==> src/rtl/round_robin_arb8.sv <==
// round_robin_arb8: 8-requester round-robin arbiter with done/timeout release.
// One grant at a time; the search pointer advances past each owner on release.
module round_robin_arb8 #(
    parameter int unsigned TIMEOUT = 16
) (
    input  logic       clk,
    input  logic       rst,
    input  logic       en,
    input  logic [7:0] req,
    input  logic       done,
    output logic [2:0] gnt_idx,
    output logic [7:0] gnt,
    output logic       gnt_vld,
    output logic       tmo
);

    localparam int unsigned NREQ = 8;
    localparam int unsigned IDXW = 3;
    localparam int unsigned CNTW = 8;

    localparam logic [0:0] ST_IDLE  = 1'b0;
    localparam logic [0:0] ST_GRANT = 1'b1;

    logic [0:0]      state_q,   state_d;
    logic [IDXW-1:0] ptr_q,     ptr_d;
    logic [IDXW-1:0] gnt_idx_q, gnt_idx_d;
    logic [NREQ-1:0] gnt_q,     gnt_d;
    logic            gnt_vld_q, gnt_vld_d;
    logic            tmo_q,     tmo_d;
    logic [CNTW-1:0] hold_q,    hold_d;

    logic [IDXW-1:0] win_idx;
    logic [IDXW-1:0] cand_idx;
    logic            win_found;

    // Winner search: first set request at or above ptr, wrapping 7 -> 0.
    always_comb begin
        win_idx   = ptr_q;
        win_found = 1'b0;
        cand_idx  = ptr_q;
        for (int k = 0; k < NREQ; k++) begin
            cand_idx = ptr_q + IDXW'(k);
            if (!win_found && req[cand_idx]) begin
                win_idx   = cand_idx;
                win_found = 1'b1;
            end
        end
    end

    // Next-state and output logic; outputs are computed here and registered below.
    always_comb begin
        state_d   = state_q;
        ptr_d     = ptr_q;
        gnt_idx_d = gnt_idx_q;
        gnt_d     = gnt_q;
        gnt_vld_d = gnt_vld_q;
        tmo_d     = 1'b0;
        hold_d    = hold_q;

        case (state_q)
            ST_IDLE: begin
                gnt_vld_d = 1'b0;
                gnt_d     = '0;
                if (en && win_found) begin
                    state_d   = ST_GRANT;
                    gnt_idx_d = win_idx;
                    gnt_vld_d = 1'b1;
                    gnt_d     = NREQ'(1) << win_idx;
                    hold_d    = '0;
                end
            end
            ST_GRANT: begin
                if (done) begin
                    // Release by owner wins over a coincident timeout.
                    state_d   = ST_IDLE;
                    gnt_vld_d = 1'b0;
                    gnt_d     = '0;
                    ptr_d     = gnt_idx_q + IDXW'(1);
                    hold_d    = '0;
                end else if (hold_q == CNTW'(TIMEOUT - 1)) begin
                    state_d   = ST_IDLE;
                    gnt_vld_d = 1'b0;
                    gnt_d     = '0;
                    ptr_d     = gnt_idx_q + IDXW'(1);
                    tmo_d     = 1'b1;
                    hold_d    = '0;
                end else begin
                    hold_d = hold_q + CNTW'(1);
                end
            end
            default: begin
                state_d   = ST_IDLE;
                gnt_vld_d = 1'b0;
                gnt_d     = '0;
                hold_d    = '0;
            end
        endcase
    end

    // State and output registers with synchronous reset.
    always_ff @(posedge clk) begin
        if (rst) begin
            state_q   <= ST_IDLE;
            ptr_q     <= '0;
            gnt_idx_q <= '0;
            gnt_q     <= '0;
            gnt_vld_q <= 1'b0;
            tmo_q     <= 1'b0;
            hold_q    <= '0;
        end else begin
            state_q   <= state_d;
            ptr_q     <= ptr_d;
            gnt_idx_q <= gnt_idx_d;
            gnt_q     <= gnt_d;
            gnt_vld_q <= gnt_vld_d;
            tmo_q     <= tmo_d;
            hold_q    <= hold_d;
        end
    end

    assign gnt_idx = gnt_idx_q;
    assign gnt     = gnt_q;
    assign gnt_vld = gnt_vld_q;
    assign tmo     = tmo_q;

endmodule
==> config.mk <==
export PLATFORM = sky130hd
export DESIGN_NAME = round_robin_arb8
export DESIGN_NICKNAME = d
export VERILOG_FILES = /design/src/rtl/round_robin_arb8.sv
export SDC_FILE = /design/constraint.sdc
export NUM_CORES = 1
export LEC_CHECK = 0
export BUFFER_PORTS_ARGS = -buffer_cell sky130_fd_sc_hd__buf_4
export CELL_PAD_IN_SITES_DETAIL_PLACEMENT = 1
export CELL_PAD_IN_SITES_GLOBAL_PLACEMENT = 1
export CORE_MARGIN = 3
export CORE_UTILIZATION = 40
export CTS_CLUSTER_SIZE = 12
export DETAILED_ROUTE_END_ITERATION = 8
export MAX_ROUTING_LAYER = met4
export PLACE_DENSITY_LB_ADDON = 0.3
export REMOVE_ABC_BUFFERS = 1
export SLEW_MARGIN = 40
export SYNTH_ARGS = -nofsm -noshare
export SYNTH_HDL_FRONTEND = slang
export SYNTH_SLANG_ARGS = --single-unit
==> constraint.sdc <==
create_clock -name clk -period 3.5 [get_ports clk]
set_input_delay 0.175 -clock clk [delete_from_list [all_inputs] [get_ports clk]]
set_output_delay 0.175 -clock clk [all_outputs]
set_load 0.02 [all_outputs]
==> results of run 1 <==
state kept, by name, summed over array words and instances, names as in the netlist:
| register | flops |
|---|---|
| gnt_idx | 3 |
| gnt | 8 |
| tmo | 1 |
| state_q | 1 |
| gnt_vld | 1 |
| hold_q | 8 |
| ptr_q | 3 |
power by group through the flow:
stage,Clock [mW],Combinational (mW),Sequential (mW)
floorplan,0,0.182,0.327
global placement,0,0.287,0.314
detailed placement,0,0.292,0.314
CTS,0.179,0.294,0.308
global route,0.190,0.323,0.310
finish,0.182,0.294,0.308
cells in the mapped netlist (2+ instances only):
cell,count
inv_1,5
o21a_1,3
o2111ai_1,3
mux4_2,7
a22oi_1,2
mux4_1,3
o31ai_1,9
o21ai_0,5
o22ai_1,4
nand4_1,3
o211ai_1,3
xnor2_1,4
a211oi_1,2
ha_1,4
and2_1,4
a21oi_1,7
nor2_1,24
mux2i_1,13
buf_4,2
nor2b_1,3
dfxtp_1,25
xor2_1,5
clkbuf_1,2
nand3_1,6
nand2b_1,5
nand2_1,20
nor3_1,4
worst max-delay path by stage:
| stage | from | end | slack (ns) |
|---|---|---|---|
| after floorplan | ptr_q[0]$_SDFFE_PP0P_ | hold_q[3]$_SDFFE_PP0P_ | -0.18 |
| after global placement | ptr_q[0]$_SDFFE_PP0P_ | hold_q[6]$_SDFFE_PP0P_ | 0.36 |
| after detailed placement | ptr_q[0]$_SDFFE_PP0P_ | hold_q[4]$_SDFFE_PP0P_ | 0.34 |
| after CTS | ptr_q[1]$_SDFFE_PP0P_ | hold_q[3]$_SDFFE_PP0P_ | 0.27 |
| after global routing | ptr_q[0]$_SDFFE_PP0P_ | gnt[3]$_SDFFE_PP0P_ | 0.09 |
| final | ptr_q[1]$_SDFFE_PP0P_ | hold_q[3]$_SDFFE_PP0P_ | 0.28 |
stage by stage:
step	hold WS (ns)	worst slack, ns	util
detailed placement	0.450	0.338	0.484
global route	0.185	0.0900	0.495
floorplan	0.244	-0.182	-
finish	0.171	0.275	0.495
global placement	0.440	0.364	0.483
CTS	0.178	0.270	0.495
kinds of logic after synthesis:
family,count (synthesis),share of synthesized area
adder cells (fa/ha/maj),4,0.0269
flip-flops,25,0.269
AND/OR/NAND/NOR,79,0.212
XOR/XNOR,9,0.0423
buffers and inverters,12,0.0329
multiplexers,26,0.218
AO/OA/AOI/OAI,50,0.199
area by class of cell:
class / instances / area, um^2
fillers: 530 / 2230
multi-input cells: 168 / 1310
well taps: 52 / 65.1
flip-flops and latches: 25 / 500
inverters: 5 / 18.8
repair buffers: 33 / 248
clock buffers: 3 / 41.3
clock inverters: 1 / 5.00
metal layers:
layer / track usage / vias to the layer above / part of all wire
li1: - / 842 / -
met1: 0.279 / 841 / 0.48
met5: - / - / 0
met2: 0.314 / 27 / 0.48
met4: 0.0435 / 0 / 0.011
met3: 0.00811 / 4 / 0.025
placed cells by master, fill, tap and decap left out, types with 2 or more instances in the layout:
master and n:
and2_1 4, mux4_1 3, a211oi_1 2, o21a_1 3, nor3_1 3, o31ai_1 9
dfxtp_1 25, nand2_1 20, xnor2_1 4, a21oi_1 7, inv_1 5, nor2_1 24
nand4_1 3, xor2_1 5, ha_1 4, nand2b_1 5, o211ai_1 3, mux2i_1 13
o22ai_1 4, o21ai_0 5, a22oi_1 2, nand3_1 6, o2111ai_1 3, clkbuf_8 3
nor2b_1 3, buf_4 33, mux4_2 7
==> out/qor.csv, run 1 <==
metric,value,unit
status,"finished, final reports clean",
clock root buffer,clkbuf_8,
cts bufs inserted,3,
CP top delay family,simple AND/OR/NAND/NOR gates,
clock power share,0.232,
post-cts sizing count,0,
Comb pwr share,0.375,
register bit count reported by yosys,25,
mapped cell area,1860,um^2
CTS Buffer Depth,2,
drt wl/cell,17.7,um
Non-Filler Instances,287,
via count,1714,
Worst Hold Path EP,gnt_idx[1]$_SDFFE_PP0P_,
clock slew at reported path FFs,0.10,ns
drt pass-1 iters,4,
Pins Over Slew Limit,0,
Detail Route Antenna Nets,0,
hold path depth,2,
largest net degree at the start of global routing,16,
"Slowest-stage cell, CP",mux4_2,
worst slew pin tran,0.569,ns
worst hold start,rst,
I/O Pins,25,
r2r setup slk,0.28,ns
Total GRT Usage,0.197,
CTS tree,done,
worst hold path type,in2reg,
origin of the critical flop-to-flop path,ptr_q[1]$_SDFFE_PP0P_,
RSZ-0062 raised after global routing,false,
hold buffer count at CTS,0,
Rel. slew slack,0.618,
placed cell count,283,
Power Total,783,uW
total number of cells along the worst setup path,9,
Mean Syn Cell Area,9.09,um^2
top cell type's share of synthesized area,0.269,
"top cells by area, synth","dfxtp_1 27%, mux4_2 8.5%, mux2i_1 7.0%, nor2_1 4.8%, mux4_1 4.2%",
post-synthesis async set-or-reset flop share,0,
P_leak,0.823,nW
first-pass GRT wire length,8280,um
Critical Path Fanout Max,7,
warnings from Yosys,0,
number of synthesized flops with an enable pin,0,
Buf/Inv on CP,1,
n_diodes,0,
drt drc,0,
"Top FF cell, synth",dfxtp_1,
maximum vdd drop,0.139,mV
GRT overflow,0,
final instance area,2180,um^2
register area share after synthesis,0.269,
die area,5510,um^2
synthesis-to-finish area growth,17.3,%
initial core utilization,0.422,
Tcrit/Tclk final,0.921,
Num Clock Sinks,25,
drt initial violations,84,
Port Buffers,24,
worst-skew pair later-pin latency,0.28,ns
max incr delay on CP,0.58,ns
H-tree levels,1,
R2R Path End,hold_q[3]$_SDFFE_PP0P_,
Synth area leader,dfxtp_1,
Post-DP Area,2140,um^2
endpoints failing setup,0,
# Post-CTS Setup Buffers,0,
vias in the first global route,1649,
WS Path Type,reg2reg,
internal power,504,uW
fmax,0.310,GHz
nature of the critical path startpoint,register,
share of cells above drive strength 1,0.234,
switching share of power,0.356,
setup_tns,0,ns
R2R depth,9,
antenna violations before repair,0,
Critical Path Sink Type,register,
Seq pwr share,0.393,
core footprint,4410,um^2
Post-Synthesis Cells,205,
final wirelength,5090,um
Crit path required time,3.72,ns
Die Ht,74.2,um
minimum clock period,3.22,ns
Final HPWL DP,3900,um
PwrDens,358,nW/um^2
"Data arrival, critical path",3.44,ns
Yosys cell types,55,
Die Span X,74.2,um
nets@finish,252,
vias per cell,5.97,
Max-cap violations,0,
Fin. Hold Viols,0,
crit-path cells,inv_1 > ha_1 > mux4_2 > mux2_2 > or3b_4 > o31a_4 > and2_4 > or3_4 > nor2_1,
FP Rows,24,
GPL Wtd Cong,0.895,
NetSw,279,uW
clock skew,0.00783,ns
(Power assumes the default switching activity.)
==> inputs of run 2 (changes only) <==
--- a/config.mk
+++ b/config.mk
@@ -9,7 +9,7 @@
 export CELL_PAD_IN_SITES_DETAIL_PLACEMENT = 1
 export CELL_PAD_IN_SITES_GLOBAL_PLACEMENT = 1
 export CORE_MARGIN = 3
-export CORE_UTILIZATION = 40
+export CORE_UTILIZATION = 38
 export CTS_CLUSTER_SIZE = 12
 export DETAILED_ROUTE_END_ITERATION = 8
 export MAX_ROUTING_LAYER = met4
==> out/qor.csv, run 2 (synthesis results as in run 1) <==
metric,value,unit
status,"finished, final reports clean",
minimum clock period,3.26,ns
drt initial violations,85,
clock slew at reported path FFs,0.09,ns
origin of the critical flop-to-flop path,ptr_q[0]$_SDFFE_PP0P_,
PwrDens,350,nW/um^2
Pins Over Slew Limit,0,
Die Ht,76.0,um
initial core utilization,0.411,
maximum vdd drop,0.152,mV
Seq pwr share,0.399,
Num Clock Sinks,25,
P_leak,0.814,nW
R2R Path End,gnt[1]$_SDFFE_PP0P_,
Detail Route Antenna Nets,0,
first-pass GRT wire length,8110,um
Register Area,500,um^2
CP startpoint,ptr_q[0]$_SDFFE_PP0P_,
Crit path required time,3.68,ns
post-cts sizing count,0,
clock root buffer,clkbuf_8,
antenna violations before repair,0,
synthesis-to-finish area growth,17.9,%
RSZ-0062 raised after global routing,false,
most frequent cells in the layout,"32 x buf_4, 25 x dfxtp_1, 24 x nor2_1, 20 x nand2_1, 13 x mux2i_1",
fmax,0.307,GHz
Tcrit/Tclk final,0.931,
Fillers,552,
GPL Wtd Cong,0.883,
Fin. Hold Viols,0,
vias in the first global route,1664,
share of cells above drive strength 1,0.231,
Layout Utilization,0.484,
drt drc,0,
final instance area,2200,um^2
Critical Path Fanout Max,14,
worst hold path type,in2reg,
r2r setup slk,0.24,ns
internal power,503,uW
drt pass-1 iters,4,
die area,5780,um^2
Final HPWL DP,3970,um
WS Path Type,reg2reg,
Comb pwr share,0.379,
"most common cell after layout, fill and taps aside",buf_4,
Critical Path Sink Type,register,
FP Rows,24,
"Data arrival, critical path",3.43,ns
H-tree levels,1,
Setup crit end,gnt[1]$_SDFFE_PP0P_,
vias per cell,5.69,
final wirelength,4840,um
via count,1700,
GRT overflow,0,
Die Span X,76.0,um
area of the multi-input gates,1310,um^2
Total GRT Usage,0.172,
nets@finish,251,
Worst Hold Slack,0.197,ns
CTS tree,done,
Post-DP Area,2150,um^2
clock skew,0.00882,ns
nature of the critical path startpoint,register,
clock power share,0.222,
Max-cap violations,0,
largest net degree at the start of global routing,16,
switching share of power,0.347,
placed cell count,295,
Port Buffers,24,
# Post-CTS Setup Buffers,0,
cts bufs inserted,3,
hold buffer count at CTS,0,
n_diodes,0,
Non-Filler Instances,299,
worst slew pin tran,0.546,ns
R2R depth,10,
drt wl/cell,16.2,um
NetSw,267,uW
I/O Pins,25,
worst-skew pair later-pin latency,0.27,ns
endpoints failing setup,0,
CTS Buffer Depth,2,
Rel. slew slack,0.633,
core footprint,4530,um^2
setup_tns,0,ns
run 2: cell type report:
type | count | area share
Multi-Input combinational cell | 168 | 0.595
Sequential cell | 25 | 0.228
Timing Repair Buffer | 32 | 0.109
Tap cell | 65 | 0.0370
Clock buffer | 3 | 0.0188
Inverter | 5 | 0.00855
Clock inverter | 1 | 0.00342
run 2: worst max-delay path, stage by stage (launching register included):
cell	delay, ns
dfxtp_1	0.34
inv_1	0.08
ha_1	0.33
buf_4	0.21
mux2i_1	0.15
mux4_2	0.54
o32ai_2	0.40
nand2b_1	0.20
mux2i_1	0.11
or4_1	0.59
o31ai_1	0.23
run 2: power groups by stage:
| stage | sequential (mW) | clock [mW] | combinational, mW |
|---|---|---|---|
| after floorplan | 0.327 | 0 | 0.182 |
| after global placement | 0.314 | 0 | 0.285 |
| after detailed placement | 0.314 | 0 | 0.290 |
| after CTS | 0.307 | 0.177 | 0.291 |
| after global routing | 0.309 | 0.191 | 0.319 |
| final | 0.307 | 0.171 | 0.292 |
run 2: worst min-delay path by stage:
| stage | start | to | cells after the start |
|---|---|---|---|
| 2_1_floorplan | rst | gnt_idx[0]$_SDFFE_PP0P_ | 1 |
| 5_1_grt | rst | hold_q[2]$_SDFFE_PP0P_ | 2 |
| 6_report | rst | gnt_idx[2]$_SDFFE_PP0P_ | 2 |
| 4_1_cts | rst | gnt_idx[2]$_SDFFE_PP0P_ | 2 |
| 3_5_place_dp | gnt[5]$_SDFFE_PP0P_ | gnt[5]$_SDFFE_PP0P_ | 2 |
| 3_3_place_gp | gnt[3]$_SDFFE_PP0P_ | gnt[3]$_SDFFE_PP0P_ | 2 |
run 2: routing by layer:
metal,up-vias,GRT usage,part of all wire
li1,843,-,-
met1,825,0.237,0.49
met2,30,0.274,0.48
met3,2,0.0177,0.029
met4,0,0.0399,0.0056
met5,-,-,0
run 2: through the flow:
| step | setup slack [ns] | power, mW |
|---|---|---|
| finish | 0.241 | 0.770 |
| CTS | 0.259 | 0.776 |
| floorplan | -0.182 | 0.510 |
| global placement | 0.310 | 0.599 |
| global route | 0.0273 | 0.819 |
| detailed placement | 0.280 | 0.604 |
